### config.mk
export PLATFORM = sky130hd
export DESIGN_NAME = tone_gen_mc
export DESIGN_NICKNAME = d
export VERILOG_FILES = /design/src/rtl/tone_gen_mc.sv
export SDC_FILE = /design/constraint.sdc
export NUM_CORES = 1
export LEC_CHECK = 0
export BUFFER_PORTS_ARGS = -buffer_cell sky130_fd_sc_hd__buf_2
export CAP_MARGIN = 40
export CELL_PAD_IN_SITES_DETAIL_PLACEMENT = 1
export CELL_PAD_IN_SITES_GLOBAL_PLACEMENT = 1
export CORE_MARGIN = 3
export CORE_UTILIZATION = 30
export DETAILED_ROUTE_END_ITERATION = 8
export GPL_ROUTABILITY_DRIVEN = 0
export GPL_TIMING_DRIVEN = 0
export PLACE_DENSITY_LB_ADDON = 0.1
export SKIP_LAST_GASP = 1
export SYNTH_ARGS = -nofsm -noshare
export SYNTH_HDL_FRONTEND = slang
export SYNTH_SLANG_ARGS = --single-unit
### constraint.sdc
create_clock -name clk -period 4.6 [get_ports clk]
set_clock_uncertainty 0.1 [all_clocks]
set_input_delay 0.69 -clock clk [delete_from_list [all_inputs] [get_ports clk]]
set_output_delay 0.69 -clock clk [all_outputs]
set_load 0.005 [all_outputs]
### src/rtl/tone_gen_mc.sv
// tone_gen_mc -- multi-channel square-wave tone generator with stereo mixer.
//
// Each channel divides clk by a programmable half-period and emits a two-level
// signed sample (volume_min / volume_max). A channel whose divider is zero is
// idle and contributes 0. A note change on a running channel is held until the
// current half-period ends, so the waveform never shows a shortened pulse.
// The enabled samples are summed per side and registered.
//
// Build option:
//   TONE_GEN_SAT_EN  defined   -> mix sums saturate to the AW-bit signed range
//                    undefined -> mix sums wrap (keep the low AW bits)
//
// Parameters:
//   CH     number of tone channels (1..8)
//   DIV_W  width of each half-period divider value
//   AW     audio sample width (signed two's complement)
//
// Ports:
//   clk           system clock
//   reset         asynchronous, active-low reset
//   note_div      per-channel half-period in clk cycles, channel i at [i*DIV_W +: DIV_W]
//   note_load     per-channel one-cycle strobe capturing the matching note_div slice
//   note_pending  per-channel flag: a captured note waits for the next boundary
//   volume_min    per-channel low-level sample, channel i at [i*AW +: AW]
//   volume_max    per-channel high-level sample, channel i at [i*AW +: AW]
//   ch_left_en    channel i contributes to the left mix
//   ch_right_en   channel i contributes to the right mix
//   audio_left    registered left mix
//   audio_right   registered right mix

module tone_gen_mc #(
  parameter int CH    = 2,
  parameter int DIV_W = 22,
  parameter int AW    = 16
) (
  input  logic                clk,
  input  logic                reset,
  input  logic [CH*DIV_W-1:0] note_div,
  input  logic [CH-1:0]       note_load,
  output logic [CH-1:0]       note_pending,
  input  logic [CH*AW-1:0]    volume_min,
  input  logic [CH*AW-1:0]    volume_max,
  input  logic [CH-1:0]       ch_left_en,
  input  logic [CH-1:0]       ch_right_en,
  output logic [AW-1:0]       audio_left,
  output logic [AW-1:0]       audio_right
);

  localparam logic [DIV_W-1:0] DIV_ONE = DIV_W'(1);

`ifdef TONE_GEN_SAT_EN
  // Three guard bits hold the sum of up to eight full-scale channels.
  localparam int SUM_W = AW + 3;
`else
  // The low AW bits of a wider sum equal the AW-bit sum itself, so in wrap
  // mode the guard bits would never be looked at and are not built.
  localparam int SUM_W = AW;
`endif

  // Per-channel samples, flattened the same way as the volume ports.
  logic [CH*AW-1:0] sample_flat;

  generate
    for (genvar gi = 0; gi < CH; gi++) begin : g_ch
      logic [DIV_W-1:0] cur_div_reg;
      logic [DIV_W-1:0] cnt_reg;
      logic [DIV_W-1:0] pend_div_reg;
      logic             level_reg;
      logic             pend_reg;

      logic [DIV_W-1:0] load_div;
      logic             idle;
      logic             at_boundary;
      logic [DIV_W-1:0] div_next;

      assign load_div    = note_div[gi*DIV_W +: DIV_W];
      assign idle        = (cur_div_reg == '0);
      assign at_boundary = !idle && (cnt_reg == cur_div_reg - DIV_ONE);

      // Divider used for the next half-period: a load arriving on the
      // boundary cycle wins over anything already pending.
      assign div_next = note_load[gi] ? load_div :
                        (pend_reg ? pend_div_reg : cur_div_reg);

      always_ff @(posedge clk or negedge reset) begin
        if (!reset) begin
          cur_div_reg  <= '0;
          cnt_reg      <= '0;
          pend_div_reg <= '0;
          level_reg    <= 1'b0;
          pend_reg     <= 1'b0;
        end else if (idle) begin
          cnt_reg   <= '0;
          level_reg <= 1'b0;
          pend_reg  <= 1'b0;
          if (note_load[gi]) begin
            cur_div_reg <= load_div;
          end
        end else if (at_boundary) begin
          cnt_reg     <= '0;
          cur_div_reg <= div_next;
          pend_reg    <= 1'b0;
          // Stopping the channel parks the level low instead of toggling.
          level_reg   <= (div_next == '0) ? 1'b0 : ~level_reg;
        end else begin
          cnt_reg <= cnt_reg + DIV_ONE;
          if (note_load[gi]) begin
            pend_div_reg <= load_div;
            pend_reg     <= 1'b1;
          end
        end
      end

      assign note_pending[gi] = pend_reg;
      assign sample_flat[gi*AW +: AW] = idle ? '0 :
          (level_reg ? volume_max[gi*AW +: AW] : volume_min[gi*AW +: AW]);
    end
  endgenerate

  logic [SUM_W-1:0] sum_left;
  logic [SUM_W-1:0] sum_right;

  // Sign-extend each sample; two's complement addition then needs no casts.
  always_comb begin
    sum_left  = '0;
    sum_right = '0;
    for (int i = 0; i < CH; i++) begin
      if (ch_left_en[i]) begin
        sum_left = sum_left +
                   {{(SUM_W-AW){sample_flat[i*AW+AW-1]}}, sample_flat[i*AW +: AW]};
      end
      if (ch_right_en[i]) begin
        sum_right = sum_right +
                    {{(SUM_W-AW){sample_flat[i*AW+AW-1]}}, sample_flat[i*AW +: AW]};
      end
    end
  end

  function automatic logic [AW-1:0] reduce_mix(input logic [SUM_W-1:0] s);
`ifdef TONE_GEN_SAT_EN
    // In range when the guard bits all copy the AW-bit sign bit.
    if ((s[SUM_W-1:AW-1] == '0) || (s[SUM_W-1:AW-1] == '1)) begin
      return s[AW-1:0];
    end else if (s[SUM_W-1]) begin
      return {1'b1, {(AW-1){1'b0}}};
    end else begin
      return {1'b0, {(AW-1){1'b1}}};
    end
`else
    return s;
`endif
  endfunction

  logic [AW-1:0] audio_left_reg;
  logic [AW-1:0] audio_right_reg;

  always_ff @(posedge clk or negedge reset) begin
    if (!reset) begin
      audio_left_reg  <= '0;
      audio_right_reg <= '0;
    end else begin
      audio_left_reg  <= reduce_mix(sum_left);
      audio_right_reg <= reduce_mix(sum_right);
    end
  end

  assign audio_left  = audio_left_reg;
  assign audio_right = audio_right_reg;

endmodule

==> results of run 1 <==
==> power by group through the flow <==
stage	Combinational (mW)	Sequential, mW	Clock (mW)
6_report	0.570	1.58	1.71
5_1_grt	0.637	1.59	1.83
4_1_cts	0.574	1.58	1.77
3_5_place_dp	0.567	1.61	0
3_3_place_gp	0.554	1.61	0
2_1_floorplan	0.323	1.61	0
==> worst reg2reg max path, cell delays in order, from the launching register on <==
cell and delay [ps]:
dfrtp_2 480, or3_4 440, or2_2 340, nor3_4 220, buf_6 180, buf_6 160
nor2_1 90, ha_1 240, ha_1 210, a21o_1 170, a21o_1 170, a21o_1 200
a21oi_2 190, a32o_2 240, o21ai_0 120, o21a_1 210, or3_1 300, a31o_2 250
==> metal layers <==
metal  track usage  share of wire
met5             0              0
met4        0.0379          0.010
met3        0.0281          0.028
met2         0.340           0.50
met1         0.253           0.47
==> cell families after synthesis <==
family          share of synthesized area
compound gates                      0.149
flops                               0.362
xor+xnor                           0.0811
buf+inv                            0.0363
simple gates                        0.206
mux                                 0.126
fa+ha+maj                          0.0396
==> cells in the mapped netlist (all sizes together), types with 30 or more instances <==
cell	count
a21oi	80
o21ai	31
nand3	31
a211oi	53
nor3	32
dfrtp	168
xor2	46
nor2	272
ha	36
clkbuf	41
xnor2	59
mux2	64
nand2	49
buf	30
nand4	31
mux2i	74
==> worst min path at each step <==
stage	end	startpoint	cells after the start	slack (ps)
after CTS	g_ch[1].level_reg	reset	1	170
after floorplan	audio_left[0]	reset	0	290
final	g_ch[1].pend_div_reg[20]	reset	1	150
after detailed placement	g_ch[0].pend_div_reg[15]	g_ch[0].pend_div_reg[15]	1	380
after global routing	g_ch[1].pend_div_reg[20]	reset	1	200
after global placement	g_ch[0].pend_div_reg[15]	g_ch[0].pend_div_reg[15]	1	370
==> final cells by class <==
type,instances,area (sq um)
Tap cell,511,639
Multi-Input combinational cell,1039,7110
Clock inverter,11,218
Timing Repair Buffer,161,892
Clock buffer,21,460
Inverter,24,90.1
Sequential cell,168,4210
Buffer,68,345
Fill cell,4499,24000
==> metrics by stage <==
| stage | power [mW] | cell area, sq um | hold WS [ps] |
|---|---|---|---|
| detailed placement | 2.18 | 13100 | 385 |
| floorplan | 1.93 | 11600 | 294 |
| finish | 3.86 | 14000 | 147 |
| CTS | 3.92 | 13900 | 173 |
| global route | 4.06 | 14000 | 196 |
| global placement | 2.16 | 13000 | 373 |
==> timing repair <==
item	CTS	global route
setup endpoints to repair	19	9
setup buffers	4	5
gates resized for setup	25	17
hold buffers	0	0
pin swaps	4	3
==> flow_summary.toml, run 1 <==
[clocking]
numCtsBuffers = 17
clock_sinks = 168
worstSkewPairLatency_ps = 450
h-tree-depth = 4
clk_pin_slew_ps = 70
cts-root-buf = "clkbuf_16"
cts_buffer_depth = 2
cts_tree = "yes"

[setup_path]
reg2reg_slack_ps = 170
reg2reg_depth = 17
start_kind = "flip-flop"
r2r_start = "g_ch[1].cur_div_reg[19]"
slowest_stage = "dfrtp_2"
cp_num_buf_inv = 2
critPathMaxFanout = 10
critPathMaxStageDelay_ps = 480
required_ps = 4840
startpoint = "g_ch[1].cur_div_reg[19]"
cp.arrival_ps = 4670
crit_family = "compound AO/OA/AOI/OAI gates"
path_common_cell = "a21o_1"
path_cells = "or3_4 > or2_2 > nor3_4 > buf_6 > buf_6 > nor2_1 > ha_1 > ha_1 > a21o_1 > a21o_1 > a21o_1 > a21oi_2 > a32o_2 > o21ai_0 > o21a_1 > or3_1 > a31o_2"
worst_setup_path_end_kind = "flip-flop"
r2r_end = "audio_right[12]"
cp_num_cells = 17
endpoint = "audio_right[12]"
critical_path_class = "flip-flop to flip-flop"

[cells_and_area]
final_cell_mix = "nor2_1, dfrtp_1, buf_2"
mostFrequentLayoutCell = "nor2_1"
layout-drive-gt1-share = 0.220
diodes = 0
fin_nets = 1631
stdcell_count = 2003
syn2layout_area_growth_pct = 20.2
final_util = 0.368

[global_route]
overflow = 0
grt_pass1_vias = 11145
grt_pass1_wl_um = 62800
grt_max_degree = 86
grtUsageTotal = 0.193
grt_antenna_before_repair = 1

[yosys]
synth_area_sq_um = 11600
netlist_top_cells_area = "dfrtp_1, nor2_1, mux2i_1"
yosys_warnings = 0
synth_cell_types = 72
synth_top_area_cell = "dfrtp_1"
yosysSeqAreaShare = 0.362
ys_seq_elements = 168
synth_nets = 1454
ys.flop_type = "dfrtp_1"
post_synth.cell_area_avg_sq_um = 8.92
synth_top_area_frac = 0.362
synth_edf_count = 0
synthCells = 1302
synth-async-reset-ratio = 1.00

[timing]
finalSetupViolCount = 0
fin_ws_ps = 172
drv_slew = 0
fin_crit_sh = 0.963
slew_headroom = 0.440
tns_ps = 0
worst_pin_slew_ps = 840
min_period_ps = 4430
finalHoldViolCount = 0
clock.fmax_ghz = 0.226

[floorplan]
row_count = 71
dieHeight_um = 203
die_area_sq_um = 41100
io_pins = 150
core-area_sq_um = 37900
start_util = 0.306
die_w_um = 203

[outcome]
status = "finished clean"

[place]
hpwl_um = 30500
dp_slack_ps = -796
io_buffers = 146
dpl.cell_count = 1965

[drt]
viasPerCell = 5.16
drc = 0
wirelength_um = 39500
ant_nets = 0
drt-initial-drc-count = 337
drt-pass1-iter-count = 4
wl_per_cell_um = 19.7
vias = 10340

[power_and_ir_drop]
p_clk_frac = 0.443
p_switching_mw = 1.01
ir_drop_uv = 273
p_sw_frac = 0.262
intPower_mw = 2.85
p_seq_frac = 0.410
leakage_nw = 6.38
comb_power_share = 0.148
power.density_nw_per_um2 = 277

[run]
maxCapViolCount = 0

[min_path]
hold_path.class = "input port to asynchronous set/reset pin"
Note: power is estimated with default switching activity, not from simulation.
==> inputs of run 2 (changes only) <==
- CTS_BUF_LIST: unset -> sky130_fd_sc_hd__clkbuf_4 sky130_fd_sc_hd__clkbuf_8 sky130_fd_sc_hd__clkbuf_16
==> run 2 against run 1 <==
Against the previous run:
- clock power about the same
- final area about the same
- largest power group unchanged
- total power is 0.31% higher
- via count is essentially flat
- register-to-register slack about the same
- count of clock-buffer cells in the layout is the same
- global-route usage hardly changed
- sequential power hardly changed
- critical path type unchanged
==> flow_summary.toml, run 2 (synthesis gave the netlist of run 1 again) <==
[power_and_ir_drop]
ir_drop_uv = 272
power.density_nw_per_um2 = 277
leakage_nw = 6.39

[clocking]
hold_buffers = 0
cts-root-buf = "clkbuf_16"
cts_tree = "yes"
clk_pin_slew_ps = 70
clock_sinks = 168
worstSkewPairLatency_ps = 450
numCtsBuffers = 17
cts_buffer_depth = 2
h-tree-depth = 4

[place]
io_buffers = 146
dp_slack_ps = -796
hpwl_um = 30500

[timing]
worst_hold_slack_ps = 148
slew_headroom = 0.440
drv_slew = 0
fin_ws_ps = 178
clock.fmax_ghz = 0.226
fin_crit_sh = 0.961
worst_pin_slew_ps = 840
finalHoldViolCount = 0
min_period_ps = 4420
finalSetupViolCount = 0

[floorplan]
die_area_sq_um = 41100
die_w_um = 203
dieHeight_um = 203
io_pins = 150
start_util = 0.306
core-area_sq_um = 37900
row_count = 71

[setup_path]
critPathMaxStageDelay_ps = 480
critPathMaxFanout = 10
path_cells = "or3_4 > or2_2 > nor3_4 > buf_6 > buf_6 > nor2_1 > ha_1 > ha_1 > a21o_1 > a21o_1 > a21o_1 > a21oi_2 > a32o_2 > o21ai_0 > o21a_1 > or3_1 > a31o_2"
slowest_stage = "dfrtp_2"
worst_setup_path_end_kind = "flip-flop"
cp_num_buf_inv = 2
crit_family = "compound AO/OA/AOI/OAI gates"
r2r_start = "g_ch[1].cur_div_reg[19]"
critical_path_class = "flip-flop to flip-flop"
path_common_cell = "a21o_1"
reg2reg_depth = 17
endpoint = "audio_right[12]"
r2r_end = "audio_right[12]"
reg2reg_slack_ps = 180
cp.arrival_ps = 4660
required_ps = 4840
start_kind = "flip-flop"
cp_num_cells = 17
startpoint = "g_ch[1].cur_div_reg[19]"

[drt]
wl_per_cell_um = 19.7
viasPerCell = 5.16
drc = 0
drt-pass1-iter-count = 4
wirelength_um = 39500
ant_nets = 0
drt-initial-drc-count = 337
vias = 10344

[cells_and_area]
mostFrequentLayoutCell = "nor2_1"
syn2layout_area_growth_pct = 20.3
final_util = 0.368
layout-drive-gt1-share = 0.221
fin_nets = 1631
multiInputGateArea_sq_um = 7110
fillers = 4495
seqCellArea_sq_um = 4210
final_cell_mix = "nor2_1, dfrtp_1, buf_2"
diodes = 0

[global_route]
overflow = 0
grt_max_degree = 86
grt_antenna_before_repair = 1
grtUsageTotal = 0.193
grt_pass1_vias = 11143
grt_pass1_wl_um = 62800

[run]
maxCapViolCount = 0

[min_path]
hold_path.class = "input port to asynchronous set/reset pin"

[outcome]
status = "finished clean"
## run 2: what timing repair did
item | in CTS | in global routing
resized for setup | 25 | 17
endpoints found under the hold margin | 0 | 0
gates cloned | 0 | 0
pin swaps | 4 | 3
buffers inserted | 4 | 5
endpoints found under the setup margin | 19 | 9
## run 2: power breakdown
| group | leakage [nW] | switching (mW) | internal (mW) | total [mW] |
|---|---|---|---|---|
| combinational | 4.14 | 0.322 | 0.248 | 0.570 |
| clock | 0.331 | 0.659 | 1.06 | 1.72 |
| sequential | 1.91 | 0.0294 | 1.55 | 1.58 |
## run 2: worst min path at each step
stage          slack [ps]  cells after the start                     start                  endpoint
2_1_floorplan         290                      0                     reset             audio_left[0]
3_3_place_gp          370                      1  g_ch[0].pend_div_reg[15]  g_ch[0].pend_div_reg[15]
3_5_place_dp          380                      1  g_ch[0].pend_div_reg[15]  g_ch[0].pend_div_reg[15]
4_1_cts               170                      1                     reset         g_ch[1].level_reg
5_1_grt               200                      1                     reset  g_ch[1].pend_div_reg[20]
6_report              150                      1                     reset  g_ch[1].pend_div_reg[20]
## run 2: stage by stage
stage               power, mW  instances  setup TNS (ps)  cell area [sq um]
floorplan                1.93       1302               0              11600
global route             4.07       2003           -4.54              14000
detailed placement       2.18       1965           -6010              13100
global placement         2.16       1959          -82900              13000
finish                   3.87       2003               0              14000
CTS                      3.94       2000               0              13900
## run 2: per-layer routing
layer | track usage | vias up | part of all wire
met1 | 0.253 | 5172 | 0.47
met4 | 0.0379 | 0 | 0.012
met3 | 0.0281 | 26 | 0.028
li1 | - | 5008 | -
met2 | 0.339 | 138 | 0.49
met5 | 0 | - | 0
## run 2: layout make-up
cell class	instances	area share
Multi-Input combinational cell	1039	0.509
Sequential cell	168	0.301
Timing Repair Buffer	161	0.0639
Tap cell	511	0.0458
Clock buffer	21	0.0335
Buffer	68	0.0247
Clock inverter	11	0.0156
Inverter	24	0.00645
## run 2: worst register-to-register path: stages (launching register included)
cell and delay (ps):
dfrtp_2 480, or3_4 440, or2_2 340, nor3_4 220, buf_6 180, buf_6 160, nor2_1 90, ha_1 240
ha_1 210, a21o_1 170, a21o_1 170, a21o_1 200, a21oi_2 190, a32o_2 240, o21ai_0 120, o21a_1 210
or3_1 300, a31o_2 250
==> inputs of run 3 (changes only) <==
==> constraint.sdc (replaced) <==
create_clock -name clk -period 4.8 [get_ports clk]
set_clock_uncertainty 0.1 [all_clocks]
set_input_delay 0.24 -clock clk [delete_from_list [all_inputs] [get_ports clk]]
set_output_delay 0.24 -clock clk [all_outputs]
set_load 0.005 [all_outputs]
==> run 3 against run 2 <==
Against the previous run:
- first-iteration DRC count grew 1.2%
- core utilization is 0.99 points higher
- highest routed layer is now met5
- critical endpoint unchanged
- die area unchanged
- register-to-register slack about the same
==> flow_summary.toml, run 3 (synthesis gave the netlist of run 1 again) <==
[clocking]
cts-root-buf = "clkbuf_16"
h-tree-depth = 4
numCtsBuffers = 17
clock_sinks = 168
worstSkewPairLatency_ps = 450
cts_buffer_depth = 2
cts_tree = "yes"
clk_pin_slew_ps = 70

[cells_and_area]
multiInputGateArea_sq_um = 7080
final_cell_mix = "nor2_1, dfrtp_1, buf_2"
diodes = 0
final_util = 0.378
fin_area_sq_um = 14300
seqCellArea_sq_um = 4200
mostFrequentLayoutCell = "nor2_1"
fillers = 4472
syn2layout_area_growth_pct = 23.5
layout-drive-gt1-share = 0.205
fin_nets = 1673

[floorplan]
core-area_sq_um = 37900
dieHeight_um = 203
start_util = 0.306
row_count = 71
io_pins = 150
die_area_sq_um = 41100
die_w_um = 203

[setup_path]
start_kind = "flip-flop"
cp.arrival_ps = 4860
critPathMaxFanout = 10
worst_setup_path_end_kind = "flip-flop"
critical_path_class = "flip-flop to flip-flop"
required_ps = 5050

[drt]
viasPerCell = 5.14
ant_nets = 0
drc = 0
drt-pass1-iter-count = 4
wl_per_cell_um = 19.4
drt-initial-drc-count = 341
vias = 10521
wirelength_um = 39700

[power_and_ir_drop]
p_total_mw = 3.74
power.density_nw_per_um2 = 261
ir_drop_uv = 264
leakage_nw = 6.55

[outcome]
status = "finished clean"

[place]
io_buffers = 146
hpwl_um = 30500
dp_slack_ps = -596
place_area_sq_um = 13100

[timing]
worst_pin_slew_ps = 866
clock.fmax_ghz = 0.217
fin_ws_ps = 182
fin_crit_sh = 0.962
finalSetupViolCount = 0
drv_slew = 0
finalHoldViolCount = 0
slew_headroom = 0.423
min_period_ps = 4620

[global_route]
grt_antenna_before_repair = 1
grt_max_degree = 86
overflow = 0
grt_busiest_layer = "met2"
grt_pass1_vias = 11366
use_met3 = 0.0285
grtUsageTotal = 0.194
grt_pass1_wl_um = 63400
met1_usage = 0.253
met2_usage = 0.344

[min_path]
hold_path.class = "input port to flip-flop"

[run]
maxCapViolCount = 0
[run 3: cell count changes in the layout (fill, tap and decap cells not counted), moves of 3 or more]
cell	delta
clkbuf_1	+3
dlygate4sd3_1	+45
buf_4	-3
nor4_1	+3
buf_6	-3
dfrtp_2	-3
dfrtp_1	+3
nor4_2	-3
[run 3: worst paths after layout]
| kind | startpoint | to | slack (ps) | cells after the start |
|---|---|---|---|---|
| max reg2reg | g_ch[0].cur_div_reg[0] | audio_right[12] | 180 | 20 |
| min in group asynchronous | reset | g_ch[1].pend_div_reg[20] | 300 | 2 |
| min reg2reg | g_ch[0].pend_div_reg[18] | g_ch[0].pend_div_reg[18] | 390 | 1 |
| min | ch_left_en[1] | audio_left[11] | 150 | 3 |
| max in group asynchronous | reset | audio_right[0] | 3370 | 3 |
| max | g_ch[0].cur_div_reg[0] | audio_right[12] | 180 | 20 |
[run 3: area by class of cell]
class,count,area share
plain buffers,70,0.0240
clock buffers,21,0.0326
clock inverters,11,0.0152
inverters,24,0.00628
multi-input cells,1039,0.494
flip-flops and latches,168,0.293
well taps,511,0.0446
repair buffers,201,0.0907
[run 3: repair_timing]
item	CTS	global route
pin swaps	1	3
hold buffers	45	0
endpoints found under the hold margin	163	0
gates resized for setup	14	15
setup endpoints to repair	12	10
buffers inserted	1	3
[run 3: layer usage]
metal | share of wire | up-vias | wire length, um
li1 | - | 5087 | -
met1 | 0.47 | 5279 | 18500
met3 | 0.026 | 26 | 1020
met4 | 0.010 | 2 | 403
met5 | 0.00033 | - | 13
met2 | 0.50 | 127 | 19800
[run 3: critical path: stages (launching register included)]
cell      delay [ps]
dfrtp_1          360
clkbuf_1         230
inv_1            150
ha_1             150
nor3b_1          290
nand4_1          160
buf_4            220
o21ai_4          220
buf_4            240
nor2_1            70
ha_1             230
ha_1             210
a21o_1           170
a21o_1           170
a21o_1           200
a21oi_2          190
a32o_2           260
o21ai_0          130
o21a_1           210
or3_1            300
a31o_2           250
[run 3: power by group]
group | internal, mW | switching (mW)
combinational | 0.259 | 0.314
sequential | 1.49 | 0.0281
clock | 1.02 | 0.631
total | 2.76 | 0.973
[run 3: per-stage QoR]
stage	hold slack, ps	setup TNS (ps)	std cells
2_1_floorplan	-156	0	1302
3_3_place_gp	373	-20450	1959
3_5_place_dp	222	-3090	1965
4_1_cts	128	-30.1	2043
5_1_grt	166	-39.1	2045
6_report	152	0	2045
